File: src/rtl/ctr_updown_mod.sv
// ctr_updown_mod: parametrised up/down counter with load, wrap/saturate, Gray output and event pulse
module ctr_updown_mod #(
  parameter int WIDTH = 3,
  parameter int MAX_VALUE = 2**WIDTH-1,
  parameter int STEP = 1,
  parameter int SATURATE = 0
) (
  input  logic             clock,
  input  logic             INIT,
  input  logic             enable,
  input  logic [1:0]       control,
  input  logic [WIDTH-1:0] initial_value,
  output logic [WIDTH-1:0] count,
  output logic [WIDTH-1:0] count_gray,
  output logic             terminal,
  output logic             zero,
  output logic             wrapped
);
  localparam logic [WIDTH-1:0] max_n = WIDTH'(MAX_VALUE);
  localparam logic [WIDTH-1:0] step_n = WIDTH'(STEP);
  localparam logic [WIDTH:0] max_w = (WIDTH+1)'(MAX_VALUE);
  // Modular wrap offsets; the true wrapped result always fits in WIDTH bits
  localparam logic [WIDTH-1:0] up_adj = WIDTH'(STEP - MAX_VALUE - 1);
  localparam logic [WIDTH-1:0] dn_adj = WIDTH'(MAX_VALUE + 1 - STEP);
  logic             go, up_ovf, dn_ovf, nwrap;
  logic [WIDTH-1:0] init_c, up_n, dn_n, nxt;
  always_comb begin
    go = enable && control != 2'b00;
    up_ovf = ({1'b0, count} + {1'b0, step_n}) > max_w;
    dn_ovf = count < step_n;
    init_c = initial_value > max_n ? max_n : initial_value;
    up_n = !up_ovf ? count + step_n : SATURATE != 0 ? max_n : count + up_adj;
    dn_n = !dn_ovf ? count - step_n : SATURATE != 0 ? '0 : count + dn_adj;
    nxt = !go ? count : control == 2'b01 ? init_c : control == 2'b10 ? up_n : dn_n;
    nwrap = go && ((control == 2'b10 && up_ovf) || (control == 2'b11 && dn_ovf));
  end
  always_ff @(posedge clock) begin
    if (INIT) begin
      count <= init_c;
      wrapped <= 1'b0;
    end else begin
      count <= nxt;
      wrapped <= nwrap;
    end
  end
  assign count_gray = count ^ (count >> 1);
  assign terminal = (control == 2'b10 && count == max_n) || (control == 2'b11 && count == '0);
  assign zero = count == '0;
endmodule
File: config.mk
export PLATFORM = sky130hd
export DESIGN_NAME = ctr_updown_mod
export DESIGN_NICKNAME = d
export VERILOG_FILES = /design/src/rtl/ctr_updown_mod.sv
export SDC_FILE = /design/constraint.sdc
export NUM_CORES = 1
export LEC_CHECK = 0
export ABC_AREA = 1
export CORE_AREA = 2 2 39 41
export DETAILED_ROUTE_END_ITERATION = 12
export DIE_AREA = 0 0 41 43
export GPL_ROUTABILITY_DRIVEN = 0
export SLEW_MARGIN = 15
export SYNTH_ARGS = -nofsm -noshare
export SYNTH_HDL_FRONTEND = slang
export SYNTH_SLANG_ARGS = --single-unit
export TNS_END_PERCENT = 20
File: constraint.sdc
create_clock -name clock -period 2.3 [get_ports clock]
set_input_delay 0.69 -clock clock [delete_from_list [all_inputs] [get_ports clock]]
set_output_delay 0.69 -clock clock [all_outputs]
set_load 0.05 [all_outputs]
== Word-level counts from Yosys, hierarchy flattened ==
Index checks and enable logic that the tools add are counted.

* Flip-flop bits (word level): 4
* Logic and storage cells: 31
* Bits in read-only memories: 0
* Bits of input ports: 8
* Output and inout port bits: 9
* Latch bits: 0
* RAM bits: 0
* Memories: 0

* Bitwise operators: 1
* Reduce and logical (&&, ||, !) cells: 11
* Multiplexer cells: 6
* Div/mod/pow operators: 0
* Multiply operators: 0
* $lt $le $gt $ge: 3
* Equal/unequal tests: 4
* Shift operators: 0
* $add $sub $neg: 4

{| class="wikitable"
|+ Operators by type and width
! kind !! count
|-
| $mux 3 || 6
|-
| $logic_and 1x1->1 || 6
|-
| $add 3x1->4 const B || 1
|-
| $eq 2x2->1 const B || 2
|-
| $gt 4x3->1 const B || 1
|-
| $reduce_bool 2->1 || 2
|-
| $add 3x1->3 const B || 1
|-
| $add 3x3->3 const B || 1
|-
| $eq 3x3->1 const B || 1
|-
| $gt 3x3->1 const B || 1
|-
| $logic_not 3->1 || 1
|-
| $lt 3x1->1 const B || 1
|-
| $sub 3x1->3 const B || 1
|-
| $xor 3x2->3 || 1
|-
| $eq 2x1->1 const B || 1
|-
| $logic_or 1x1->1 || 2
|}

== Longest topological paths before layout ==
* Depth after elaboration: 6
* Gate-level depth with buffers: 7
* Gate-level depth less buffers: 7

== Worst setup path before layout ==
Ideal clock, no wire load.

* Path type: reg-to-output
* From: reg count[1]
* To: out terminal
* Required time: 1,610 ps
* Path buffers: 0
* Cell stages (with the launch flop): 6
* Path slack: -301 ps
* Data arrival time: 1,911 ps
* Cell sequence: edfxtp_1 > inv_1 > ha_1 > ha_1 > nand3_1 > nand2_1

* Longest elaborated chain between the ends: 3
* Elaborated cells between the ends (all ways): 5
* Those cells by class: eq/ne (1); reduce/logical (4)

{| class="wikitable"
|+ RTL lines
! item !! RTL line !! RTL
|-
| from (decl) || 13 || <nowiki>output logic [WIDTH-1:0] count,</nowiki>
|-
| from (signal assigned) || 39 || <nowiki>count <= init_c;</nowiki>
|-
| from (signal assigned) || 42 || <nowiki>count <= nxt;</nowiki>
|-
| $logic_not 3->1 || -- ||
|-
| named net zero || 16 || <nowiki>output logic zero,</nowiki>
|-
| $logic_and 1x1->1 || 47 || <nowiki>assign terminal = (control == 2'b10 && count == max_n) || (control == 2'b11 && count == '0);</nowiki>
|-
| $logic_or 1x1->1 || 47 ||
|-
| to (decl) || 15 || <nowiki>output logic terminal,</nowiki>
|}

The timed path passes the listed nets, and every way through them passes these cells.

== Worst setup path in the final report ==
* From: reg count[1]
* To: out terminal

* Longest elaborated chain between the ends: 3
* Elaborated cells between the ends (all ways): 5
* Those cells by class: eq/ne (1); reduce/logical (4)

{| class="wikitable"
|+ RTL lines
! item !! RTL line
|-
| $eq 3x3->1 or $logic_not 3->1 (tied branches) || 47
|-
| $logic_and 1x1->1 || 47
|-
| $logic_or 1x1->1 * || 47
|}

Mark *: on every way between the ends. The rest lies on a longest branch, timed or not.

==> impl_metrics.json <==
{
  "status": "completed",
  "place_inst": 85,
  "post-dp-hpwl_um": 643,
  "crit_fanout": 4,
  "core_sq_um": 1380,
  "cts_tree": "built",
  "path_cells": "inv_1, ha_1, ha_4, nand3_1, nand2_2, buf_12",
  "leakage_nw": 0.333,
  "criticalPathCategory": "reg -> out",
  "fp.dieArea_sq_um": 1760,
  "initial_core_util": 0.271,
  "synth_most_common_cell": "nand2_1",
  "slowest_stage": "edfxtp_1",
  "wl_per_cell_um": 8.82,
  "wirelength_um": 794,
  "relSlewSlack": 0.670,
  "slowest_delay_ns": 0.44,
  "io_pins": 17,
  "die-height_um": 43,
  "finalMaxSlewViolations": 0,
  "clkLatencyLatePin_ns": 0.23,
  "crit_arrival_ns": 1.50,
  "synthTopCellsByCount": "nand2_1 (15), ha_1 (7), inv_1 (7)",
  "async_flop_share": 0,
  "path_buf_inv": 2,
  "final_cells": 90,
  "finalSetupViolations": 0,
  "synth.top_cells.by_area": "edfxtp_1 (24%), ha_1 (23%), nand2_1 (15%)",
  "clock_sink_count": 4,
  "final_nets": 90,
  "period_needed_ns": 2.19,
  "grt_pass1_wl_um": 1400,
  "vias": 367,
  "fin_util": 0.477,
  "holdPathStages": 1,
  "fin_tns_setup_ns": 0,
  "synth_top_flop_cell": "edfxtp_1",
  "reg2reg_depth": 7,
  "required_ns": 1.61,
  "htree_levels": 1,
  "cts_buffers": 3,
  "ys_seq_elements": 4,
  "startpoint_type": "flop",
  "fmax_mhz": 457,
  "maxCapViolations": 0,
  "antennaDiodeCount": 0,
  "clk_pin_slew_worst_paths_ns": 0.05,
  "cp.depth": 6,
  "critical_path.top_delay_family": "flip-flops",
  "ir_drop_v": 0.000250,
  "viasPerCell": 4.08,
  "finalHoldViolations": 0,
  "io_buffers": 16,
  "rows": 14,
  "track_usage": 0.116,
  "synth-edff-count": 3,
  "clock_skew_ns": 0.0106,
  "die_w_um": 41,
  "tightest_slew_ns": 0.494,
  "crit_path_end_kind": "primary output",
  "synth_area_per_cell_sq_um": 7.36,
  "dpl_cell_area_sq_um": 623,
  "yosys.cell_types.count": 15,
  "gr-total-overflow": 0,
  "hold_slack_ns": 0.709,
  "drive_above_1_share": 0.257,
  "cts_buffer_depth": 2,
  "synthesis.area_sq_um": 375,
  "hold_buffers": 0,
  "synthesis.nets": 66,
  "area_growth_pct": 76.0,
  "synth_largest_area_cell": "edfxtp_1",
  "synth_top_area_share": 0.240,
  "ys_warn_count": 0,
  "ant_nets": 0,
  "dr.pass1.iters": 4,
  "ys_seq_area_frac": 0.293,
  "hold_class": "reg -> reg",
  "finalCritPeriodShare": 0.952,
  "fillers": 145,
  "grt_max_degree": 7,
  "power.density_nw_per_um2": 624,
  "grt_pass1_vias": 357,
  "antenna_found_initial": 0,
  "drc": 0,
  "clockRootBuffer": "clkbuf_4",
  "postLayoutCellArea_sq_um": 661,
  "synth_cells": 51,
  "drt_iter0_drc": 10
}
-- logic make-up (layout without fill, tap and decap cells) --
family / count (synthesis) / in the layout / synth area share
compound gates: 4 / 4 / 0.0600
fa+ha+maj: 7 / 7 / 0.233
buf+inv: 10 / 33 / 0.110
simple gates: 26 / 26 / 0.303
flops: 4 / 4 / 0.293
-- worst reg2reg max path, stage by stage, from the launching register on --
cell and delay, ns:
edfxtp_1 0.44, buf_4 0.17, ha_1 0.18, ha_1 0.27, inv_1 0.05, nand2_1 0.04, nand3_1 0.07, nand2_1 0.05
-- cells in the final DEF, fill, tap and decap left out --
master and count:
ha_1 6, dlymetal6s2s_1 1, o21ai_1 1, buf_12 4, nor2_2 1, dfxtp_1 1, nand3_1 3, clkbuf_4 3
o21a_1 1, inv_1 7, a21oi_1 2, or2_1 1, nand2_2 2, nand2_1 14, edfxtp_1 3, dlygate4sd2_1 1
nand2_4 1, clkbuf_1 1, nor2_1 4, inv_2 2, buf_4 5, clkdlybuf4s50_1 9, ha_4 1
-- worst paths after layout --
path,start,endpoint,slack (ns)
setup reg to reg,count[1]$_DFFE_PP_,count[2]$_DFFE_PP_,0.78
hold / removal,count[0]$_DFFE_PP_,count[0]$_DFFE_PP_,0.71
hold reg to reg,count[0]$_DFFE_PP_,count[0]$_DFFE_PP_,0.71
setup / recovery,count[1]$_DFFE_PP_,terminal,0.11
-- layer usage --
layer | wire length, um | part of all wire | global-route usage | up-vias
met3 | 31 | 0.039 | 0.0314 | 0
met4 | 0 | 0 | 0.0400 | 0
met5 | 0 | 0 | 0 | -
met1 | 362 | 0.46 | 0.156 | 151
li1 | - | - | - | 205
met2 | 400 | 0.50 | 0.172 | 11
-- report_power, final --
part	leakage, nW	internal [mW]	total, mW	switching (mW)
combinational	0.280	0.0969	0.222	0.125
sequential	0.0384	0.0871	0.0958	0.00876
clock	0.0150	0.0651	0.0947	0.0295
-- state kept, by name, summed over array words and instances (netlist names) --
register  flops
count         3
wrapped       1
-- through the flow --
step	setup WS [ns]	total power, mW
floorplan	0.0499	0.228
global placement	-0.0527	0.315
detailed placement	-0.0597	0.317
CTS	0.0335	0.415
global route	-0.0165	0.444
finish	0.111	0.412
-- timing repair --
item                       4_1_cts  5_1_grt
resized for setup                2        1
setup buffers                    0        1
gates cloned                     0        0
setup endpoints to repair        1        1
pin swaps                        0        1
-- area by class of cell --
type | instances | area (sq um) | area share
clock buffers | 4 | 26.3 | 0.0398
inverters | 9 | 33.8 | 0.0511
multi-input cells | 37 | 241 | 0.366
flip-flops and latches | 4 | 110 | 0.167
well taps | 16 | 20.0 | 0.0303
repair buffers | 20 | 229 | 0.347
(Power assumes the default switching activity.)
==> RTL edit 1: new RTL, same flow settings <==
The parameter `SATURATE` goes from 0 to 1.
--- a/src/rtl/ctr_updown_mod.sv
+++ b/src/rtl/ctr_updown_mod.sv
@@ -3,7 +3,7 @@
   parameter int WIDTH = 3,
   parameter int MAX_VALUE = 2**WIDTH-1,
   parameter int STEP = 1,
-  parameter int SATURATE = 0
+  parameter int SATURATE = 1
 ) (
   input  logic             clock,
   input  logic             INIT,
Formal check against the unedited RTL: not equivalent (a bounded check fails within 4 cycles, from zero or initial values).
==> RTL edit 1 against the original RTL <==
Design area up 9.3%; worst setup slack worse by 0.0022 ns; clock skew down 0.0012 ns; total power up 7.3%; wire length up 20%; sequential cell count unchanged; combinational power up 12%; clock power down 0.8%; final cell count up 14%; maximum frequency down 0.10%; area after synthesis up 14%; critical endpoint is now count[1]; largest power group unchanged.
==> RTL edit 1: results (changes against the original RTL) <==
[metrics] result of the run: finished, final reports clean (unchanged)
[metrics] worst vdd rail ir drop: 0.000394 V (was 0.000250 V)
[metrics] Clock net power: 0.0000939 W (was 0.0000947 W)
[metrics] Largest delay share family, worst path: buffers and inverters (was flip-flops)
[metrics] number of nets at the end of the flow: 103 (was 90)
[metrics] power density relative to cell area: 613 nW/um^2 (was 624 nW/um^2)
[metrics] internal power: 0.000258 W (was 0.000249 W)
[metrics] drt via density: 4.53 (was 4.08)
[metrics] global-route usage over all layers: 0.123 (was 0.116)
[metrics] post_cts resized: 3 (was 2)
[metrics] detail-routed net length per standard cell: 9.24 um (was 8.82 um)
[metrics] Slowest cell on crit path: clkdlybuf4s50_1 (was edfxtp_1)
[metrics] largest net degree at the start of global routing: 8 (was 7)
[metrics] list of most frequent post-synthesis cells: nand2_1 (18), nor2_1 (11), inv_1 (10), ha_1 (7) (was nand2_1 (15), ha_1 (7), inv_1 (7), nor2_1 (5))
[metrics] syn nets: 77 (was 66)
[metrics] Slew @ Worst Pin: 0.490 ns (was 0.494 ns)
[metrics] first-pass GRT wire length: 1490 um (was 1400 um)
[metrics] final clock skew: 0.00947 ns (was 0.0106 ns)
[metrics] leakage power: 0.357 nW (was 0.333 nW)
[metrics] beginning of the worst register-to-register path: count[0] (was count[1])
[metrics] Post-Synthesis Cells: 62 (was 51)
[metrics] worst setup slack before clock tree synthesis: -0.0148 ns (was -0.0597 ns)
[metrics] synthesized-area fraction occupied by ao, oa, aoi and oai cells: 0.0906 (was 0.0600)
[metrics] adder-cell share of the synthesized area: 0.205 (was 0.233)
[metrics] DPL Wire Length: 805 um (was 643 um)
## RTL edit 1: worst paths after layout
path                                 end  slack (ns)  cells after the start
worst min register to register   wrapped        0.86                      4
worst min-delay path             wrapped        0.86                      4
worst max register to register  count[2]        0.74                      8
worst max-delay path            count[1]        0.11                      1
## RTL edit 1: final cells by class
cell class	instances	area, um^2
Tap cell	16	20.0
Inverter	11	41.3
Fill cell	133	662
Clock buffer	4	26.3
Timing Repair Buffer	22	235
Multi-Input combinational cell	46	289
Sequential cell	4	110
## RTL edit 1: tightest hold or removal path, stage by stage (launching register included)
cell and delay (ns):
edfxtp_1 0.45, buf_4 0.17, nand2_1 0.06, nand4_1 0.07, a21oi_1 0.06
## RTL edit 1: metal layers
layer | GRT usage | share of wire | routed length [um]
met5 | 0 | 0 | 0
met4 | 0.0200 | 0 | 0
met3 | 0.0471 | 0.092 | 88
met2 | 0.194 | 0.47 | 446
met1 | 0.157 | 0.44 | 417
==> RTL edit 2: new RTL, same flow settings <==
Without the edit above. Register the inputs `INIT`, `enable`, `control` and `initial_value` before use, without a reset. The logic sees them one clock later.
--- a/src/rtl/ctr_updown_mod.sv
+++ b/src/rtl/ctr_updown_mod.sv
@@ -22,20 +22,33 @@
   // Modular wrap offsets; the true wrapped result always fits in WIDTH bits
   localparam logic [WIDTH-1:0] up_adj = WIDTH'(STEP - MAX_VALUE - 1);
   localparam logic [WIDTH-1:0] dn_adj = WIDTH'(MAX_VALUE + 1 - STEP);
+
+  logic INIT_q;
+  logic enable_q;
+  logic [1:0] control_q;
+  logic [WIDTH-1:0] initial_value_q;
+
+  always_ff @(posedge clock) begin
+    INIT_q          <= INIT;
+    enable_q        <= enable;
+    control_q       <= control;
+    initial_value_q <= initial_value;
+  end
+
   logic             go, up_ovf, dn_ovf, nwrap;
   logic [WIDTH-1:0] init_c, up_n, dn_n, nxt;
   always_comb begin
-    go = enable && control != 2'b00;
+    go = enable_q && control_q != 2'b00;
     up_ovf = ({1'b0, count} + {1'b0, step_n}) > max_w;
     dn_ovf = count < step_n;
-    init_c = initial_value > max_n ? max_n : initial_value;
+    init_c = initial_value_q > max_n ? max_n : initial_value_q;
     up_n = !up_ovf ? count + step_n : SATURATE != 0 ? max_n : count + up_adj;
     dn_n = !dn_ovf ? count - step_n : SATURATE != 0 ? '0 : count + dn_adj;
-    nxt = !go ? count : control == 2'b01 ? init_c : control == 2'b10 ? up_n : dn_n;
-    nwrap = go && ((control == 2'b10 && up_ovf) || (control == 2'b11 && dn_ovf));
+    nxt = !go ? count : control_q == 2'b01 ? init_c : control_q == 2'b10 ? up_n : dn_n;
+    nwrap = go && ((control_q == 2'b10 && up_ovf) || (control_q == 2'b11 && dn_ovf));
   end
   always_ff @(posedge clock) begin
-    if (INIT) begin
+    if (INIT_q) begin
       count <= init_c;
       wrapped <= 1'b0;
     end else begin
@@ -44,6 +57,6 @@
     end
   end
   assign count_gray = count ^ (count >> 1);
-  assign terminal = (control == 2'b10 && count == max_n) || (control == 2'b11 && count == '0);
+  assign terminal = (control_q == 2'b10 && count == max_n) || (control_q == 2'b11 && count == '0);
   assign zero = count == '0;
 endmodule
Check against the original RTL: not equivalent (a bounded check fails within 4 cycles, from zero or initial values).
==> RTL edit 2 against the original RTL <==
Register-to-register slack improved by 0.09 ns; wire length fell by 0.50%; hold slack got worse by 0.20 ns; sequential cell count rose by 7; design area rose by 16%; area after synthesis rose by 37%; worst setup slack got worse by 0.024 ns; die area did not move; total power rose by 36%; highest routed layer is now met4.
==> RTL edit 2: results (changes against the original RTL) <==
[metrics] met1 usage: 0.137 (was 0.156)
[metrics] share of total power consumed by net switching: 0.332 (was 0.396)
[metrics] worst r2r path cells: 6 (was 7)
[metrics] total CTS buffers: 3 (unchanged)
[metrics] adder-cell share of the synthesized area: 0.170 (was 0.233)
[metrics] first-pass GRT wire length: 1470 um (was 1400 um)
[metrics] metal1 wirelength: 311 um (was 362 um)
[metrics] list of most frequent post-synthesis cells: nand2_1 (15), dfxtp_1 (8), ha_1 (7), inv_1 (7), nor2_1 (5) (was nand2_1 (15), ha_1 (7), inv_1 (7), nor2_1 (5))
[metrics] syn nets: 73 (was 66)
[metrics] via count of the first global-routing pass: 397 (was 357)
[metrics] power in combinational cells: 0.000213 W (was 0.000222 W)
[metrics] delay contributed by the slowest stage of the critical path: 0.83 ns (was 0.44 ns)
[metrics] number of synthesized flops with an enable pin: 3 (unchanged)
[metrics] ranking of synthesized cells by area: dfxtp_1 (31%), edfxtp_1 (17%), ha_1 (17%) (was edfxtp_1 (24%), ha_1 (23%), nand2_1 (15%))
[metrics] registers with the most flip-flops: count (3), initial_value_q (3), control_q (2) (was count (3), wrapped (1))
[metrics] global-route usage over all layers: 0.124 (was 0.116)
[metrics] drt via density: 4.26 (was 4.08)
[metrics] Slowest cell on crit path: clkdlybuf4s50_1 (was edfxtp_1)
[metrics] Slew @ Worst Pin: 0.499 ns (was 0.494 ns)
[metrics] Max Used Layer: met4 (was met3)
[metrics] clock network latency to the later pin of the worst-skew pair: 0.25 ns (was 0.23 ns)
[metrics] synthesized-area fraction occupied by ao, oa, aoi and oai cells: 0.0437 (was 0.0600)
[metrics] WL final: 790 um (was 794 um)
[metrics] Arrival @ worst endpoint: 1.52 ns (was 1.50 ns)
[metrics] number of nets at the end of the flow: 93 (was 90)
[metrics] Met3 Wirelength: 41 um (was 31 um)
[metrics] Placed Area: 743 um^2 (was 623 um^2)
[metrics] final clock skew: 0.00159 ns (was 0.0106 ns)
[metrics] DPL Wire Length: 703 um (was 643 um)
[metrics] worst-path fanout max: 6 (was 4)
[metrics] antenna violations before repair: 0 (unchanged)
[metrics] result of the run: finished, final reports clean (unchanged)
[metrics] Hold Startpoint: initial_value_q[2] (was count[0])
[metrics] total met2 wirelength after detailed routing: 430 um (was 400 um)
[metrics] met2 usage: 0.197 (was 0.172)
[metrics] Cells on Worst Hold Path: 2 (was 1)
[metrics] leakage power: 0.362 nW (was 0.333 nW)
[metrics] number of DRC markers after the initial detailed-route iteration: 1 (was 10)
[metrics] Largest delay share family, worst path: buffers and inverters (was flip-flops)
[metrics] worst vdd rail ir drop: 0.000323 V (was 0.000250 V)
[metrics] proportion of synthesized chip area in sequential cells: 0.485 (was 0.293)
[metrics] total iterations of the first detailed-routing run: 2 (was 4)
## RTL edit 2: final timing paths
| kind | slack, ns | endpoint |
|---|---|---|
| worst max register to register | 0.87 | count[2] |
| worst max-delay path | 0.09 | count[0] |
| worst min-delay path | 0.51 | count[2] |
| worst min register to register | 0.51 | count[2] |
## RTL edit 2: cell type report
cell class	instances	area, um^2
Fill cell	136	614
Sequential cell	11	250
Tap cell	16	20.0
Inverter	9	33.8
Clock buffer	4	26.3
Multi-Input combinational cell	37	239
Timing Repair Buffer	16	200
## RTL edit 2: per-stage QoR
step / utilization / instances / setup slack (ns) / hold WS, ns / total power [W]
finish: 0.556 / 93 / 0.0872 / 0.507 / 0.000560
global route: 0.556 / 93 / 0.0113 / 0.525 / 0.000599
CTS: 0.556 / 93 / 0.0667 / 0.512 / 0.000572
detailed placement: 0.537 / 89 / 0.356 / 0.496 / 0.000447
global placement: 0.537 / 89 / 0.380 / 0.490 / 0.000446
floorplan: - / 58 / 0.0458 / 0.479 / 0.000362
